--- src/rtl/cmd_exec.sv ---
// Command executor: accepts tour commands, runs calibration or a turn followed by
// an N-square forward move with speed ramp, and pulses send_resp on completion.
module cmd_exec #(
    parameter logic [9:0] FRWRD_INC = 10'h010,
    parameter logic [9:0] MAX_SPD   = 10'h300
) (
    input  logic        clk,
    input  logic        rst,
    input  logic [15:0] cmd,
    input  logic        cmd_rdy,
    output logic        clr_cmd_rdy,
    output logic        send_resp,
    output logic        strt_cal,
    input  logic        cal_done,
    output logic [11:0] desired_heading,
    input  logic        heading_rdy,
    output logic        moving,
    output logic [9:0]  frwrd,
    input  logic        cntrIR,
    output logic        fanfare_go
);

    typedef enum logic [2:0] {IDLE, CAL, TURN, RAMP_UP, RAMP_DOWN} state_t;

    state_t      state_q, state_d;
    logic [3:0]  op_q, op_d;
    logic [3:0]  sq_q, sq_d;
    logic [11:0] hdg_q, hdg_d;
    logic [9:0]  frwrd_q, frwrd_d;
    logic [4:0]  cnt_q, cnt_d;
    logic        ir_prev_q;
    logic        resp_q, resp_d;
    logic        strt_cal_q, strt_cal_d;
    logic        turn_first_q, turn_first_d;

    logic        ir_rise;
    logic [10:0] up_sum;
    logic [10:0] dn_step;
    logic [9:0]  ramp_up_val;
    logic [9:0]  ramp_dn_val;

    assign ir_rise = cntrIR & ~ir_prev_q;

    // Ramp arithmetic is done one bit wider so saturation never sees a wrapped value.
    assign up_sum      = {1'b0, frwrd_q} + {1'b0, FRWRD_INC};
    assign dn_step     = {FRWRD_INC, 1'b0};
    assign ramp_up_val = (up_sum >= {1'b0, MAX_SPD}) ? MAX_SPD : up_sum[9:0];
    assign ramp_dn_val = ({1'b0, frwrd_q} > dn_step) ? (frwrd_q - dn_step[9:0]) : '0;

    always_ff @(posedge clk or posedge rst) begin
        if (rst) begin
            state_q      <= IDLE;
            op_q         <= '0;
            sq_q         <= '0;
            hdg_q        <= '0;
            frwrd_q      <= '0;
            cnt_q        <= '0;
            ir_prev_q    <= 1'b0;
            resp_q       <= 1'b0;
            strt_cal_q   <= 1'b0;
            turn_first_q <= 1'b0;
        end else begin
            state_q      <= state_d;
            op_q         <= op_d;
            sq_q         <= sq_d;
            hdg_q        <= hdg_d;
            frwrd_q      <= frwrd_d;
            cnt_q        <= cnt_d;
            ir_prev_q    <= cntrIR;
            resp_q       <= resp_d;
            strt_cal_q   <= strt_cal_d;
            turn_first_q <= turn_first_d;
        end
    end

    always_comb begin
        state_d      = state_q;
        op_d         = op_q;
        sq_d         = sq_q;
        hdg_d        = hdg_q;
        frwrd_d      = frwrd_q;
        cnt_d        = cnt_q;
        resp_d       = 1'b0;
        strt_cal_d   = 1'b0;
        turn_first_d = 1'b0;
        clr_cmd_rdy  = 1'b0;
        send_resp    = resp_q;
        fanfare_go   = 1'b0;

        case (state_q)
            IDLE: begin
                frwrd_d = '0;
                if (cmd_rdy && !rst) begin
                    clr_cmd_rdy = 1'b1;
                    op_d        = cmd[15:12];
                    sq_d        = cmd[3:0];
                    case (cmd[15:12])
                        4'h0: begin
                            state_d    = CAL;
                            strt_cal_d = 1'b1;
                        end
                        4'h2, 4'h3: begin
                            state_d      = TURN;
                            hdg_d        = (cmd[11:4] == 8'h00) ? 12'h000 : {cmd[11:4], 4'hF};
                            cnt_d        = '0;
                            turn_first_d = 1'b1;
                        end
                        default: resp_d = 1'b1;
                    endcase
                end
            end
            CAL: begin
                if (cal_done) begin
                    send_resp = 1'b1;
                    state_d   = IDLE;
                end
            end
            TURN: begin
                frwrd_d = '0;
                // heading_rdy may still reflect the previous heading on the entry cycle
                if (!turn_first_q && heading_rdy) begin
                    if (sq_q == 4'h0) begin
                        resp_d  = 1'b1;
                        state_d = IDLE;
                    end else begin
                        state_d = RAMP_UP;
                    end
                end
            end
            RAMP_UP: begin
                frwrd_d = ramp_up_val;
                if (ir_rise) cnt_d = cnt_q + 5'd1;
                if (cnt_q == {sq_q, 1'b0}) state_d = RAMP_DOWN;
            end
            RAMP_DOWN: begin
                if (frwrd_q == '0) begin
                    send_resp  = 1'b1;
                    fanfare_go = (op_q == 4'h3);
                    state_d    = IDLE;
                end else begin
                    frwrd_d = ramp_dn_val;
                end
            end
            default: state_d = IDLE;
        endcase
    end

    assign moving          = (state_q == TURN) || (state_q == RAMP_UP) || (state_q == RAMP_DOWN);
    assign strt_cal        = strt_cal_q;
    assign frwrd           = frwrd_q;
    assign desired_heading = hdg_q;

endmodule

--- config.mk ---
export PLATFORM = sky130hd
export DESIGN_NAME = cmd_exec
export DESIGN_NICKNAME = d
export VERILOG_FILES = /design/src/rtl/cmd_exec.sv
export SDC_FILE = /design/constraint.sdc
export NUM_CORES = 1
export LEC_CHECK = 0
export ABC_AREA = 1
export BUFFER_PORTS_ARGS = -buffer_cell sky130_fd_sc_hd__buf_2
export CAP_MARGIN = 30
export CORE_MARGIN = 3
export CORE_UTILIZATION = 57
export CTS_CLUSTER_DIAMETER = 50
export CTS_CLUSTER_SIZE = 25
export DETAILED_ROUTE_END_ITERATION = 7
export PLACE_DENSITY = 0.82
export SETUP_SLACK_MARGIN = 0.02
export SYNTH_ARGS = -nofsm -noshare
export SYNTH_HDL_FRONTEND = slang
export SYNTH_SLANG_ARGS = --single-unit
--- constraint.sdc ---
create_clock -name clk -period 3.1 [get_ports clk]
set_input_delay 0.31 -clock clk [delete_from_list [all_inputs] [get_ports clk]]
set_output_delay 0.31 -clock clk [all_outputs]
set_load 0.05 [all_outputs]
==> impl_metrics.py <==
metrics = {
    "status": {
        "status": "complete, no violations",
    },
    "synthesis": {
        "synth.distinct_cells": 37,
        "synth_area_leaders": "dfrtp_1 42%, nand2_1 13%, inv_1 5.3%",
        "syn_avg_cell_area_um2": 8.02,
        "yosysSeqAreaShare_pct": 42.3,
        "postSynthCellCount": 258,
        "yosysTopAreaCellShare_pct": 42.3,
        "ys_warn_count": 0,
        "synth-seq-cells": 35,
        "synth_top_area_cell": "dfrtp_1",
        "syn_area_mm2": 0.00207,
    },
    "clocking": {
        "ctsHoldBuffers": 0,
        "htree_num_levels": 2,
        "cts.sinks": 35,
        "cts.path.max_buffers": 2,
        "post_cts.repair.setup_buffers": 0,
        "root_buffer": "clkbuf_4",
        "cts_resized": 0,
        "cts_buffers": 5,
        "cts.reportedPaths.clkPinSlew_ps": 110,
        "clk_latency_ps": 330,
        "cts_tree": "done",
    },
    "worst_setup_path": {
        "cp_max_fo": 6,
        "cp-end-kind": "output pin",
        "crit_required_ps": 2790,
        "crit_arrival_ps": 1810,
        "start_kind": "flop",
        "crit_type": "flop to output pin",
    },
    "sta": {
        "fin_skew_ps": 6.54,
        "finalHoldViolations": 0,
        "fmax_ghz": 0.472,
        "fin_setup_tns_ps": 0,
        "setup_viol_count_final": 0,
        "rsz0062_at_grt": "no",
        "finalCriticalPeriod_ps": 2120,
        "min_period_over_period_pct": 68.4,
        "final_max_slew_viol_count": 0,
    },
    "route": {
        "wl_um": 4370,
        "antenna_left": 0,
        "drtIter0Drc": 142,
        "vias": 1800,
        "via_per_inst": 5.13,
        "drcViolationCount": 0,
        "drt_pass1_iterations": 4,
        "wire_per_inst_um": 12.4,
    },
    "die": {
        "start_util_pct": 60.6,
        "die_w_um": 66.3,
        "std_cell_rows": 21,
        "die_h_um": 66.3,
        "dieArea_mm2": 0.00439,
        "coreArea_mm2": 0.00342,
        "ios": 49,
    },
    "cells_and_area": {
        "fin_cells": 351,
        "drive_above_1_share_pct": 27.5,
        "layout_commonest_cell": "nand2_1",
        "nets": 332,
        "antenna_cells": 0,
        "areaGrowthSynthToFinish_pct": 15.2,
        "final_cell_mix": "69 x nand2_1, 44 x buf_2, 35 x dfrtp_1, 29 x inv_1",
    },
    "place": {
        "dp_hpwl_um": 3410,
        "place.gp.congestion": 0.922,
        "portBuffers": 44,
        "dp.cells": 343,
    },
    "pwr": {
        "p_total_mw": 2.03,
        "combPwrFrac_pct": 48.5,
        "power.switching_mw": 0.996,
        "p_seq_share_pct": 34.4,
        "p_int_mw": 1.03,
        "p_leak_nw": 1.32,
        "clkPwrFrac_pct": 17.2,
        "switching_share_pct": 49.1,
        "ir_worst_vdd_mv": 0.708,
        "p_per_area_mw_per_mm2": 850,
    },
    "hold_path": {
        "hold_path_class": "input port to asynchronous set/reset pin",
    },
    "flow_run": {
        "maxCapViolations": 0,
    },
    "grt": {
        "grt_max_degree": 36,
        "grt.overflow.total": 0,
        "antenna_found_initial": 0,
        "grt_util_all_layers_pct": 23.1,
        "first_global_vias": 1719,
        "grt_pass1_wl_um": 7670,
    },
}
==> logic make-up after synthesis <==
group                      share of synthesized area, %
buffers and inverters                              10.5
adders and majority gates                          3.63
and+or+nand+nor                                    28.9
xor gates and xnor gates                           2.96
other                                             0.181
AOI/OAI and AO/OA                                  11.5
DFF                                                42.3
==> worst paths after layout <==
path | start | end | slack, ps | cells after the start
worst max register to register | frwrd[5]$_DFFE_PP0P_ | frwrd[7]$_DFFE_PP0P_ | 1510 | 11
worst min-delay path | rst | op_q[1]$_DFFE_PP0P_ | 100 | 3
max in group asynchronous | rst | sq_q[0]$_DFFE_PP0P_ | 2690 | 3
worst min register to register | desired_heading[6]$_DFFE_PP0P_ | desired_heading[6]$_DFFE_PP0P_ | 490 | 2
min in group clk | cntrIR | ir_prev_q$_DFF_PP0_ | 100 | 1
worst max-delay path | state_q[1]$_DFFE_PP0P_ | fanfare_go | 980 | 4
==> cell type report <==
class / instances / area [um2]
Multi-Input combinational cell: 178 / 987
Clock inverter: 2 / 35.0
Clock buffer: 6 / 51.3
Sequential cell: 35 / 876
Inverter: 39 / 149
Fill cell: 318 / 1030
Tap cell: 46 / 57.6
Timing Repair Buffer: 45 / 228
==> power groups by stage <==
stage | combinational (mW) | sequential (mW) | clock [mW]
after floorplan | 0.581 | 0.917 | 0
after global placement | 0.958 | 0.699 | 0
after detailed placement | 0.984 | 0.704 | 0
after CTS | 0.987 | 0.696 | 0.358
after global routing | 1.08 | 0.714 | 0.379
final | 0.982 | 0.696 | 0.348
==> cells in the mapped netlist <==
cell	number
xor2_1	6
nand2_4	2
nor2_8	1
nand3_1	16
nor3_1	1
and3_1	1
o31ai_2	3
nand2_1	69
buf_4	7
nor2_4	2
nor3_2	1
or2_0	2
o211ai_1	1
dfrtp_1	35
buf_2	1
nor3b_2	1
ha_1	6
o22ai_1	2
o21ai_0	16
o21ai_1	4
buf_6	1
a31oi_1	1
nand2_2	3
conb_1	1
nor4_1	1
inv_2	8
nand4_1	4
a21oi_1	6
nand3_2	1
clkinv_2	2
nand3_4	1
nor2_1	15
xnor2_1	1
nor2_2	1
nand3b_1	1
o21ai_2	5
inv_1	29
==> per-layer routing <==
| metal | routed length (um) | up-vias | global-route usage, % |
|---|---|---|---|
| met2 | 2080 | 45 | 36.3 |
| met5 | 0 | - | 0 |
| met4 | 17 | 0 | 6.60 |
| met1 | 2010 | 844 | 30.9 |
| li1 | - | 909 | - |
| met3 | 264 | 2 | 6.63 |
==> registers in the layout (all words and copies together), names as in the netlist, 3 cells and up <==
register and count:
state_q 3, op_q 4, cnt_q 5, sq_q 4, desired_heading 9, frwrd 6
==> metrics by stage <==
stage | setup WS [ps] | utilization [%] | area (um2) | hold WS, ps
after floorplan | 647 | - | 2080 | 341
after global placement | 1390 | 67.3 | 2300 | 447
after detailed placement | 1360 | 67.3 | 2300 | 445
after CTS | 962 | 69.8 | 2380 | 85.0
after global routing | 843 | 69.8 | 2380 | 83.6
final | 980 | 69.8 | 2380 | 97.3
==> worst max-delay path, cell delays in order, from the launching register on <==
cell and delay, ps:
dfrtp_1 490, nor3_2 310, nand3_1 200, nor3_1 180, buf_2 290
Power figures use the tool's default switching activity.
